[src/rtl/sfp_norm_if.sv]
// Row in / normalized row out handshake bundle for sfp_norm.
interface sfp_norm_if #(
    parameter int unsigned bw_psum = 20,
    parameter int unsigned col     = 8
);
    logic                     in_valid;
    logic                     in_ready;
    logic [col*bw_psum-1:0]   in_data;
    logic                     out_valid;
    logic                     out_ready;
    logic [col*bw_psum-1:0]   out_data;
    logic [bw_psum+3:0]       sum_out;
    logic                     busy;

    modport master (
        output in_valid, in_data, out_ready,
        input  in_ready, out_valid, out_data, sum_out, busy
    );

    modport slave (
        input  in_valid, in_data, out_ready,
        output in_ready, out_valid, out_data, sum_out, busy
    );
endinterface

[src/rtl/sfp_norm.sv]
// L1 row normalizer: out_e = x_e * 2^frac / sum|x|, one shared restoring divider.
// Optional SFP_ROUND_EN: one extra quotient bit and round-half-up on magnitude.
module sfp_norm #(
    parameter int unsigned bw_psum = 20,
    parameter int unsigned col     = 8,
    parameter int unsigned frac    = 8
) (
    input  logic       clk,
    input  logic       reset,
    sfp_norm_if.slave  bus
);
`ifdef SFP_ROUND_EN
    localparam int unsigned Q = frac + 2;
`else
    localparam int unsigned Q = frac + 1;
`endif
    localparam int unsigned AW = bw_psum + 1;
    localparam int unsigned SW = bw_psum + 4;
    localparam int unsigned RW = bw_psum + 5;
    localparam int unsigned MW = frac + 1;
    localparam int unsigned EW = (col > 1) ? $clog2(col) : 1;
    localparam int unsigned KW = $clog2(Q + 1);
    localparam int unsigned DW = col * bw_psum;

    typedef enum logic [1:0] {IDLE, SUM, DIV, OUT} state_t;

    state_t            state_q, state_d;
    logic [DW-1:0]     row_q, row_d;
    logic [AW-1:0]     abs_q [col];
    logic [AW-1:0]     abs_d [col];
    logic [col-1:0]    neg_q, neg_d;
    logic [SW-1:0]     sum_q, sum_d;
    logic [RW-1:0]     rem_q, rem_d;
    logic [Q-1:0]      quo_q, quo_d;
    logic [EW-1:0]     elem_q, elem_d;
    logic [KW-1:0]     bit_q, bit_d;
    logic [DW-1:0]     out_data_q, out_data_d;
    logic              in_ready_q, in_ready_d;
    logic              out_valid_q, out_valid_d;
    logic              busy_q, busy_d;

    logic [AW-1:0]     abs_c [col];
    logic [col-1:0]    neg_c;
    logic [SW-1:0]     sum_c;
    logic [AW-1:0]     cur_abs_c;
    logic [RW-1:0]     rem_sh_c, rem_nx_c;
    logic [Q-1:0]      quo_nx_c;
    logic              fits_c, zero_c, last_bit_c, last_elem_c;
    logic [MW-1:0]     mag_c;
    logic [bw_psum-1:0] lane_pos_c, lane_c;
`ifdef SFP_ROUND_EN
    logic [Q:0]        rnd_c;
`endif

    always_ff @(posedge clk or negedge reset) begin
        if (!reset) begin
            state_q     <= IDLE;
            row_q       <= '0;
            abs_q       <= '{default: '0};
            neg_q       <= '0;
            sum_q       <= '0;
            rem_q       <= '0;
            quo_q       <= '0;
            elem_q      <= '0;
            bit_q       <= '0;
            out_data_q  <= '0;
            in_ready_q  <= 1'b1;
            out_valid_q <= 1'b0;
            busy_q      <= 1'b0;
        end else begin
            state_q     <= state_d;
            row_q       <= row_d;
            abs_q       <= abs_d;
            neg_q       <= neg_d;
            sum_q       <= sum_d;
            rem_q       <= rem_d;
            quo_q       <= quo_d;
            elem_q      <= elem_d;
            bit_q       <= bit_d;
            out_data_q  <= out_data_d;
            in_ready_q  <= in_ready_d;
            out_valid_q <= out_valid_d;
            busy_q      <= busy_d;
        end
    end

    // Magnitudes are one bit wider so the most negative psum is exact.
    always_comb begin
        abs_c = '{default: '0};
        neg_c = '0;
        sum_c = '0;
        for (int e = 0; e < col; e++) begin
            neg_c[e] = row_q[e*bw_psum + bw_psum - 1];
            abs_c[e] = neg_c[e] ? AW'(-{1'b1, row_q[e*bw_psum +: bw_psum]})
                                : {1'b0, row_q[e*bw_psum +: bw_psum]};
            sum_c    = sum_c + SW'(abs_c[e]);
        end
    end

    // First step shifts in the whole magnitude; later steps shift in zeros.
    always_comb begin
        cur_abs_c   = abs_q[elem_q];
        rem_sh_c    = (bit_q == '0) ? RW'(cur_abs_c) : (rem_q << 1);
        fits_c      = (rem_sh_c >= RW'(sum_q));
        rem_nx_c    = fits_c ? (rem_sh_c - RW'(sum_q)) : rem_sh_c;
        quo_nx_c    = (quo_q << 1) | Q'(fits_c);
        zero_c      = (sum_q == '0);
        last_bit_c  = (bit_q == KW'(Q - 1));
        last_elem_c = (elem_q == EW'(col - 1));
`ifdef SFP_ROUND_EN
        rnd_c       = (Q+1)'(quo_nx_c) + (Q+1)'(1);
        mag_c       = MW'(rnd_c >> 1);
`else
        mag_c       = MW'(quo_nx_c);
`endif
        lane_pos_c  = bw_psum'(mag_c);
        lane_c      = neg_q[elem_q] ? -lane_pos_c : lane_pos_c;
    end

    always_comb begin
        state_d = state_q;
        case (state_q)
            IDLE:    if (bus.in_valid) state_d = SUM;
            SUM:     state_d = DIV;
            DIV:     if (zero_c || (last_bit_c && last_elem_c)) state_d = OUT;
            OUT:     if (bus.out_ready) state_d = IDLE;
            default: state_d = IDLE;
        endcase
    end

    always_comb begin
        row_d       = row_q;
        abs_d       = abs_q;
        neg_d       = neg_q;
        sum_d       = sum_q;
        rem_d       = rem_q;
        quo_d       = quo_q;
        elem_d      = elem_q;
        bit_d       = bit_q;
        out_data_d  = out_data_q;
        in_ready_d  = (state_d == IDLE);
        busy_d      = (state_d != IDLE);
        out_valid_d = (state_d == OUT);
        case (state_q)
            IDLE: if (bus.in_valid) row_d = bus.in_data;
            SUM: begin
                abs_d  = abs_c;
                neg_d  = neg_c;
                sum_d  = sum_c;
                rem_d  = '0;
                quo_d  = '0;
                elem_d = '0;
                bit_d  = '0;
            end
            DIV: begin
                if (zero_c) begin
                    out_data_d = '0;
                end else if (last_bit_c) begin
                    for (int e = 0; e < col; e++)
                        if (EW'(e) == elem_q) out_data_d[e*bw_psum +: bw_psum] = lane_c;
                    rem_d  = '0;
                    quo_d  = '0;
                    bit_d  = '0;
                    elem_d = elem_q + EW'(1);
                end else begin
                    rem_d = rem_nx_c;
                    quo_d = quo_nx_c;
                    bit_d = bit_q + KW'(1);
                end
            end
            default: ;
        endcase
    end

    assign bus.in_ready  = in_ready_q;
    assign bus.out_valid = out_valid_q;
    assign bus.out_data  = out_data_q;
    assign bus.sum_out   = sum_q;
    assign bus.busy      = busy_q;
endmodule

[src/flat_wrapper.sv]
// flat-port wrapper written by rule: the top's interface ports become plain ports
module sfp_norm_flat 
#(
    parameter int unsigned bw_psum = 20,
    parameter int unsigned col     = 8,
    parameter int unsigned frac    = 8
)
  (clk, reset, bus_in_valid, bus_in_data, bus_out_ready, bus_in_ready, bus_out_valid, bus_out_data, bus_sum_out, bus_busy);
  sfp_norm_if #(.bw_psum(bw_psum), .col(col)) bus_i ();
  input  logic clk;
  input  logic reset;
  input wire logic [$bits(bus_i.in_valid)-1:0] bus_in_valid;
  input wire logic [$bits(bus_i.in_data)-1:0] bus_in_data;
  input wire logic [$bits(bus_i.out_ready)-1:0] bus_out_ready;
  output wire logic [$bits(bus_i.in_ready)-1:0] bus_in_ready;
  output wire logic [$bits(bus_i.out_valid)-1:0] bus_out_valid;
  output wire logic [$bits(bus_i.out_data)-1:0] bus_out_data;
  output wire logic [$bits(bus_i.sum_out)-1:0] bus_sum_out;
  output wire logic [$bits(bus_i.busy)-1:0] bus_busy;
  assign bus_i.in_valid = bus_in_valid;
  assign bus_i.in_data = bus_in_data;
  assign bus_i.out_ready = bus_out_ready;
  assign bus_in_ready = bus_i.in_ready;
  assign bus_out_valid = bus_i.out_valid;
  assign bus_out_data = bus_i.out_data;
  assign bus_sum_out = bus_i.sum_out;
  assign bus_busy = bus_i.busy;
  sfp_norm #(.bw_psum(bw_psum), .col(col), .frac(frac)) u_core (.clk(clk), .reset(reset), .bus(bus_i));
endmodule
[config.mk]
export PLATFORM = sky130hd
export DESIGN_NAME = sfp_norm_flat
export DESIGN_NICKNAME = d
export VERILOG_FILES = /design/src/rtl/sfp_norm_if.sv /design/src/rtl/sfp_norm.sv /design/src/flat_wrapper.sv
export SDC_FILE = /design/constraint.sdc
export NUM_CORES = 1
export LEC_CHECK = 0
export CAP_MARGIN = 20
export CORE_ASPECT_RATIO = 0.9
export CORE_MARGIN = 2
export CORE_UTILIZATION = 55
export DETAILED_ROUTE_END_ITERATION = 10
export GPL_TIMING_DRIVEN = 0
export PLACE_DENSITY = 0.78
export SKIP_LAST_GASP = 1
export SYNTH_ARGS = -nofsm -noshare
export SYNTH_HDL_FRONTEND = slang
export SYNTH_SLANG_ARGS = --single-unit
[constraint.sdc]
create_clock -name clk -period 9.4 [get_ports clk]
set_input_delay 0.94 -clock clk [delete_from_list [all_inputs] [get_ports clk]]
set_output_delay 0.94 -clock clk [all_outputs]
set_load 0.02 [all_outputs]
==> impl_metrics.py <==
metrics = {
    "outcome": {
        "status": "finished, final reports clean",
    },
    "drt": {
        "drt-pass1-iter-count": 8,
        "routedWlPerCell_um": 24.18,
        "viasPerCell": 5.945,
        "ant_nets": 0,
        "routed_wirelength_um": 102200,
        "drcViolationCount": 0,
        "drt_iter0_markers": 2754,
        "vias": 25130,
    },
    "clocking": {
        "post_cts_buffers": 0,
        "cts_tree": "built",
        "cts-resized-gates": 0,
        "hold_buffers": 0,
        "cts_max_level": 2,
        "clkTransAtPathRegs_ns": 0.07,
        "clock_latency_ns": 0.63,
        "numCtsBuffers": 57,
        "numClockSinks": 540,
        "clockBufferDepth": 3,
        "root_buffer": "clkbuf_16",
    },
    "global_route": {
        "grt_pass1_wl_um": 152800,
        "antenna_found_initial": 6,
        "grt_max_degree": 132,
        "grt_remaining_overflow": 0,
        "grt_pass1_vias": 24940,
        "grtUsageTotal": 0.3520,
    },
    "synth": {
        "ys_warn_count": 0,
        "avgSynthCellArea_um2": 10.34,
        "async_flop_share": 1.000,
        "synthCells": 2998,
        "ys_seq_area_frac": 0.4360,
        "synth_compound_gate_area_share": 0.09664,
        "synth.top_cell.area_share": 0.4352,
        "synth-xor-area-share": 0.05587,
        "synth_area_um2": 30990,
        "muxShareOfSynthArea": 0.1261,
        "synth_edf_count": 0,
        "synth_top_cells_by_area": "dfrtp_1, mux2_2, fa_1",
        "ys.flop_type": "dfrtp_1",
        "synth_cell_types": 77,
        "yosysTopAreaCell": "dfrtp_1",
        "ys_ff_latch": 540,
        "yosys.area_share.adder": 0.1066,
        "synth_top_family_by_area": "simple AND/OR/NAND/NOR gates",
        "yosys.area_share.simple": 0.1308,
    },
    "finish": {
        "register_area_um2": 13510,
        "multiInputGateArea_um2": 16020,
        "drive_gt1_frac": 0.1309,
        "stdcell_area_um2": 37680,
        "syn2layout_area_growth_pct": 21.57,
        "nets": 3788,
        "fill_cells": 4318,
        "stdcell_count": 4227,
    },
    "placed_design": {
        "hpwl_um": 80550,
        "place_congestion": 1.016,
        "placed_area_um2": 35620,
        "dp.cells": 4117,
        "pre_cts_slack_ns": 0.8653,
        "port_buffers": 350,
    },
    "floorplan": {
        "dieArea_um2": 58270,
        "die_w_um": 254.2,
        "core_area_um2": 55710,
        "dieHeight_um": 229.2,
        "initial_core_util": 0.5563,
        "boundaryPins": 351,
        "num_rows": 82,
    },
    "timing": {
        "final_hold_viol_count": 0,
        "fmax_mhz": 115.0,
        "maxSlewHeadroom": 0.1821,
        "min_period_ns": 8.697,
        "fin_tns_setup_ns": 0,
        "period_share": 0.9252,
        "worst_pin_slew_ns": 1.227,
        "rsz0062_at_grt": "false",
        "slew_viol_final": 0,
        "finalSetupViolCount": 0,
        "layout_setup_ws_ns": 0.7032,
        "skew_ns": 0.02740,
        "whs_ns": 0.3014,
    },
    "power": {
        "clock_power_share": 0.492,
        "vdd.ir_drop.worst_mv": 0.1436,
        "switching_share": 0.2206,
        "powerDensity_nw_per_um2": 131.1,
        "share_comb_of_total_power": 0.036,
        "power_frac_seq": 0.471,
        "p_int_mw": 3.850,
        "switchingPower_mw": 1.090,
        "p_leak_nw": 18.80,
    },
    "setup_path": {
        "required_ns": 9.90,
        "critical_path.slowest_cell": "mux2i_1",
        "crit_path_start_kind": "flop",
        "endpoint_kind": "flop",
        "cp_slowest_stage_delay_ns": 0.65,
        "path_class": "reg2reg",
        "path_max_fanout": 10,
        "crit_top_cell": "inv_1",
        "cp.arrival_ns": 9.19,
    },
    "hold_path": {
        "hold_class": "in2async",
    },
    "run": {
        "maxCapViolCount": 0,
    },
}
[cell families (layout without fill, tap and decap cells)]
kind of cell | after synthesis | in the layout
buf+inv | 370 | 835
flops | 540 | 540
xor+xnor | 196 | 196
mux | 305 | 305
simple gates | 921 | 921
other cells | 2 | 10
compound gates | 463 | 463
fa+ha+maj | 201 | 201
[final timing paths]
check | cells after the start | start | endpoint | slack (ns)
setup / recovery | 32 | u_core.row_q[19]$_DFFE_PN0P_ | u_core.bus.sum_out[22]$_DFFE_PN0P_ | 0.70
hold / removal | 1 | reset | u_core.bus.sum_out[15]$_DFFE_PN0P_ | 0.30
setup reg to reg | 32 | u_core.row_q[19]$_DFFE_PN0P_ | u_core.bus.sum_out[22]$_DFFE_PN0P_ | 0.70
hold reg to reg | 2 | u_core.bus.out_data[0]$_DFFE_PN0P_ | u_core.bus.out_data[0]$_DFFE_PN0P_ | 0.48
max in group asynchronous | 3 | reset | u_core.row_q[91]$_DFFE_PN0P_ | 7.46
min in group clk | 2 | u_core.bus.out_data[0]$_DFFE_PN0P_ | u_core.bus.out_data[0]$_DFFE_PN0P_ | 0.48
[stage by stage]
| step | utilization | power (mW) |
|---|---|---|
| detailed placement | 0.6394 | 2.549 |
| global route | 0.6763 | 5.072 |
| finish | 0.6764 | 4.940 |
| floorplan | - | 2.407 |
| CTS | 0.6755 | 4.947 |
| global placement | 0.6366 | 2.546 |
[power groups by stage]
stage | registers, mW | logic (mW) | clock network, mW
after global placement | 2.38 | 0.169 | 0
after CTS | 2.33 | 0.179 | 2.44
after global routing | 2.33 | 0.200 | 2.54
final | 2.33 | 0.180 | 2.43
after floorplan | 2.37 | 0.0343 | 0
after detailed placement | 2.37 | 0.178 | 0
[synthesized netlist by cell type (7+ instances only)]
library cell / instances
xor2_1: 64
mux4_2: 44
o21bai_1: 10
o41ai_1: 20
nand4_1: 9
or2_2: 7
or3_1: 29
o21a_1: 8
nand2b_1: 25
buf_1: 25
o21ai_0: 129
nand3_1: 26
a21oi_1: 92
nor3_1: 24
buf_4: 24
dfrtp_1: 539
ha_1: 96
nand2_1: 294
nor2b_1: 26
or4_1: 25
o21ai_1: 9
inv_1: 213
mux2_2: 243
a31oi_1: 28
a21o_1: 56
nor4_1: 10
o31ai_1: 45
mux2i_1: 18
fa_1: 105
nor2_1: 406
clkbuf_1: 105
o31a_1: 11
xnor2_1: 130
[layer usage]
layer	GRT usage	wire, µm
met3	0.07819	10320
met1	0.4785	40250
met4	0.1528	5045
met5	0	14
met2	0.5446	46590
[layout make-up]
cell class              instances  area share
clock inverters                28     0.01016
diodes                          2   0.0001328
inverters                     215     0.02142
well taps                     756     0.02510
repair buffers                360     0.09812
plain buffers                 155     0.01786
clock buffers                  77     0.04333
multi-input cells            2094      0.4252
flip-flops and latches        540      0.3586
[placed cells by master (no fill, tap or decap), drive strengths merged, types with 9 or more instances in the layout]
cell           instances
buf                   61
inv                  217
ha                    96
mux4                  44
nand2b                25
or3                   29
o21a                   9
nor2                 406
clkdlybuf4s50        349
clkbuf               182
xor2                  66
o21ai                141
mux2                 243
a31oi                 28
nand4                  9
dfrtp                539
nor3                  24
mux2i                 18
o21bai                10
clkinv                14
nand3                 26
o31a                  11
nand2                294
or4                   28
o41ai                 22
a21oi                 92
nor4                  10
xnor2                130
nor2b                 26
o31ai                 45
a21o                  56
or2                    9
fa                   105
[critical path, delay by kind of cell, from the launching register on]
| kind | cells | cell delay, ns |
|---|---|---|
| compound gates | 14 | 2.68 |
| xor+xnor | 1 | 0.18 |
| fa+ha+maj | 6 | 2.70 |
| buf+inv | 7 | 1.27 |
| flops | 1 | 0.41 |
| mux | 1 | 0.65 |
| simple gates | 3 | 0.70 |
[state kept, by name (all words and copies together) (netlist names)]
register,flops
u_core.abs_q,168
u_core.bit_q,4
u_core.bus.busy,1
u_core.bus.in_ready,1
u_core.bus.out_data,136
u_core.bus.out_valid,1
u_core.bus.sum_out,24
u_core.elem_q,3
u_core.neg_q,8
u_core.quo_q,8
u_core.rem_q,24
u_core.row_q,160
u_core.state_q,2
No activity file was read; power rests on OpenSTA's default activity.
==> RTL change, RTL diff (same settings) <==
`bw_psum` is set to 20 in 3 places; all go to 30.
--- a/src/rtl/sfp_norm_if.sv
+++ b/src/rtl/sfp_norm_if.sv
@@ -1,6 +1,6 @@
 // Row in / normalized row out handshake bundle for sfp_norm.
 interface sfp_norm_if #(
-    parameter int unsigned bw_psum = 20,
+    parameter int unsigned bw_psum = 30,
     parameter int unsigned col     = 8
 );
     logic                     in_valid;
--- a/src/rtl/sfp_norm.sv
+++ b/src/rtl/sfp_norm.sv
@@ -1,7 +1,7 @@
 // L1 row normalizer: out_e = x_e * 2^frac / sum|x|, one shared restoring divider.
 // Optional SFP_ROUND_EN: one extra quotient bit and round-half-up on magnitude.
 module sfp_norm #(
-    parameter int unsigned bw_psum = 20,
+    parameter int unsigned bw_psum = 30,
     parameter int unsigned col     = 8,
     parameter int unsigned frac    = 8
 ) (
--- a/src/flat_wrapper.sv
+++ b/src/flat_wrapper.sv
@@ -1,7 +1,7 @@
 // flat-port wrapper written by rule: the top's interface ports become plain ports
 module sfp_norm_flat 
 #(
-    parameter int unsigned bw_psum = 20,
+    parameter int unsigned bw_psum = 30,
     parameter int unsigned col     = 8,
     parameter int unsigned frac    = 8
 )
Ports: changed (resized bus_in_data, bus_out_data and bus_sum_out); port bits go from 351 to 521. The function was not compared with the original's and may differ.
==> RTL change against the unedited design <==
- synthesized area up 41%
- setup slack got worse by 0.50 ns
- sequential cell count is 180 higher
- count of clock-buffer cells in the layout is 42 higher
- critical path depth stayed put
- clock power is 34% higher
- non-clock buffer count increased by 330
- power rose by 33%
- wire length up 53%
- sequential power up 33%
- final area increased by 42%
- via count is 46% higher
- largest power group unchanged
==> RTL change: results (changes against the unedited design) <==
Outcome:
- The flow ran to the end, and the final reports show no timing, DRC or antenna violations.

Place:
- The HPWL after detailed placement is 125,900 um (+56%).
- The global placement routability congestion is 1.033 (+1.7%).
- The worst slack at placement came to -1.038 ns (-1.904 ns).
- The cell area reported after detailed placement is 0.05031 sq mm (+41%).
- The number of instances in the placed design is 5,931 (+44%).

Timing:
- The worst setup margin is 0.2052 ns (-0.4980 ns).
- The worst clock skew was 0.03022 ns (+0.002825 ns).

Route:
- The vias after detailed routing is 36,790 (+46%).
- The met1 wire length is 59,970 um (+49%).
- The wire length reported by the detailed router was 156,600 um (+53%).
- The total iterations of the first detailed-routing run is 6 (-2).
- The detailed-routed wire length on met2 is 69,260 um (+49%).
- The violation count after the first detailed-route iteration is 4,313 (+57%).
- The routed length on met3 is 17,010 um (+65%).

Cells and area:
- The number of non-clock buffers in the layout was 845 (+64%).
- The count of multi-input combinational gates is 3,067 (+46%).
- The fraction of layout cells with a size suffix above 1 is 0.1410 (+0.01009).
- The non-clock inverter count in the final layout is 267 (+24%).
- The final-layout clock buffer total was 119 (+55%).
- The register share of the cell area is 0.3378 (-0.02088).
- The multi-input gate share of the layout cell area is 0.4365 (+0.01123).
- The post-route non-filler standard cell count is 6,084 (+44%).
- The number of filler instances in the final layout is 6,096 (+41%).
- The area share of buffers outside the clock network is 0.1319 (+0.01596).
- The storage element area came to 0.01802 sq mm (+33%).
- The number of antenna repair diodes is 1 (-1).
- The flip-flop count of the largest register, all copies and words added was 248 (+48%).

Global route:
- The met3 track demand over resource was 0.1132 (+0.03504).
- The number of antenna violations at the first check in global routing was 4 (-2).
- The maximum number of pins on one net before global-route repair is 117 (-11%).
- The number of global-route vias before repair is 35,460 (+42%).
- The met2 usage in global routing was 0.5699 (+0.02525).
- The met1 usage is 0.4955 (+0.01707).

Synth:
- The compound-gate portion of the synthesized area was 0.1001 (+0.003462).
- The mux share of post-synthesis cell area is 0.1222 (-0.003913).
- The share of the synthesized netlist area taken by xor and xnor gates is 0.06111 (+0.005238).
- The distinct cell type count of the synthesized netlist came to 82 (+6.5%).
- The flop and latch count out of synthesis came to 720 (+33%).
- The cell count after synthesis is 4,355 (+45%).
- By area the synthesized netlist is led by dfrtp_1 (41%), mux2_2 (8.2%), fa_1 (7.1%).
- The share of the yosys chip area belonging to registers is 0.4135 (-0.02248).

Power and ir drop:
- The clock distribution power is 3.25 mW (+34%).
- The internal power contribution is 5.101 mW (+33%).
- The sequential group share of total power is 0.472 (about the same).
- The power consumed by sequential cells came to 3.10 mW (+33%).
- The highest ir drop seen on vdd is 0.1384 mV (-3.6%).
- The static leakage is 26.22 nW (+40%).

Floorplanning:
- The cell row count is 97 (+18%).

Critical path:
- The largest incremental delay on the critical path is 0.57 ns (-0.08 ns).
- The reg-to-reg setup timing slack is 0.21 ns (-0.50 ns).
- The data arrival time at the worst-slack endpoint is 9.68 ns (+0.49 ns).

Clocking:
- The H-tree depth was 3 (+1).
- The number of buffers inserted during clock tree synthesis came to 79 (+39%).
- The post-cts gate resize count was 10 (+10).
RTL change: changes by cell type in the layout (fill, tap and decap cells not counted), sizes merged, moves of 55 or more:
| cell | unedited run | this run |
|---|---|---|
| a21oi | 92 | 147 |
| buf | 61 | 154 |
| clkbuf | 182 | 291 |
| clkdlybuf4s50 | 349 | 519 |
| dfrtp | 539 | 719 |
| mux2 | 243 | 318 |
| nand2 | 294 | 383 |
| nor2 | 406 | 647 |
| o21ai | 141 | 242 |
| xnor2 | 130 | 203 |
RTL change: path summary, 6_finish.rpt:
| path | from | to | cells past startpoint |
|---|---|---|---|
| max | u_core.row_q[29] | u_core.bus.sum_out[28] | 32 |
| max reg2reg | u_core.row_q[29] | u_core.bus.sum_out[28] | 32 |
| min in group clk | u_core.bus.out_data[211] | u_core.bus.out_data[211] | 2 |
| min | reset | u_core.row_q[161] | 1 |
| min reg2reg | u_core.bus.out_data[211] | u_core.bus.out_data[211] | 2 |
| max in group asynchronous | reset | u_core.bus.out_data[145] | 5 |
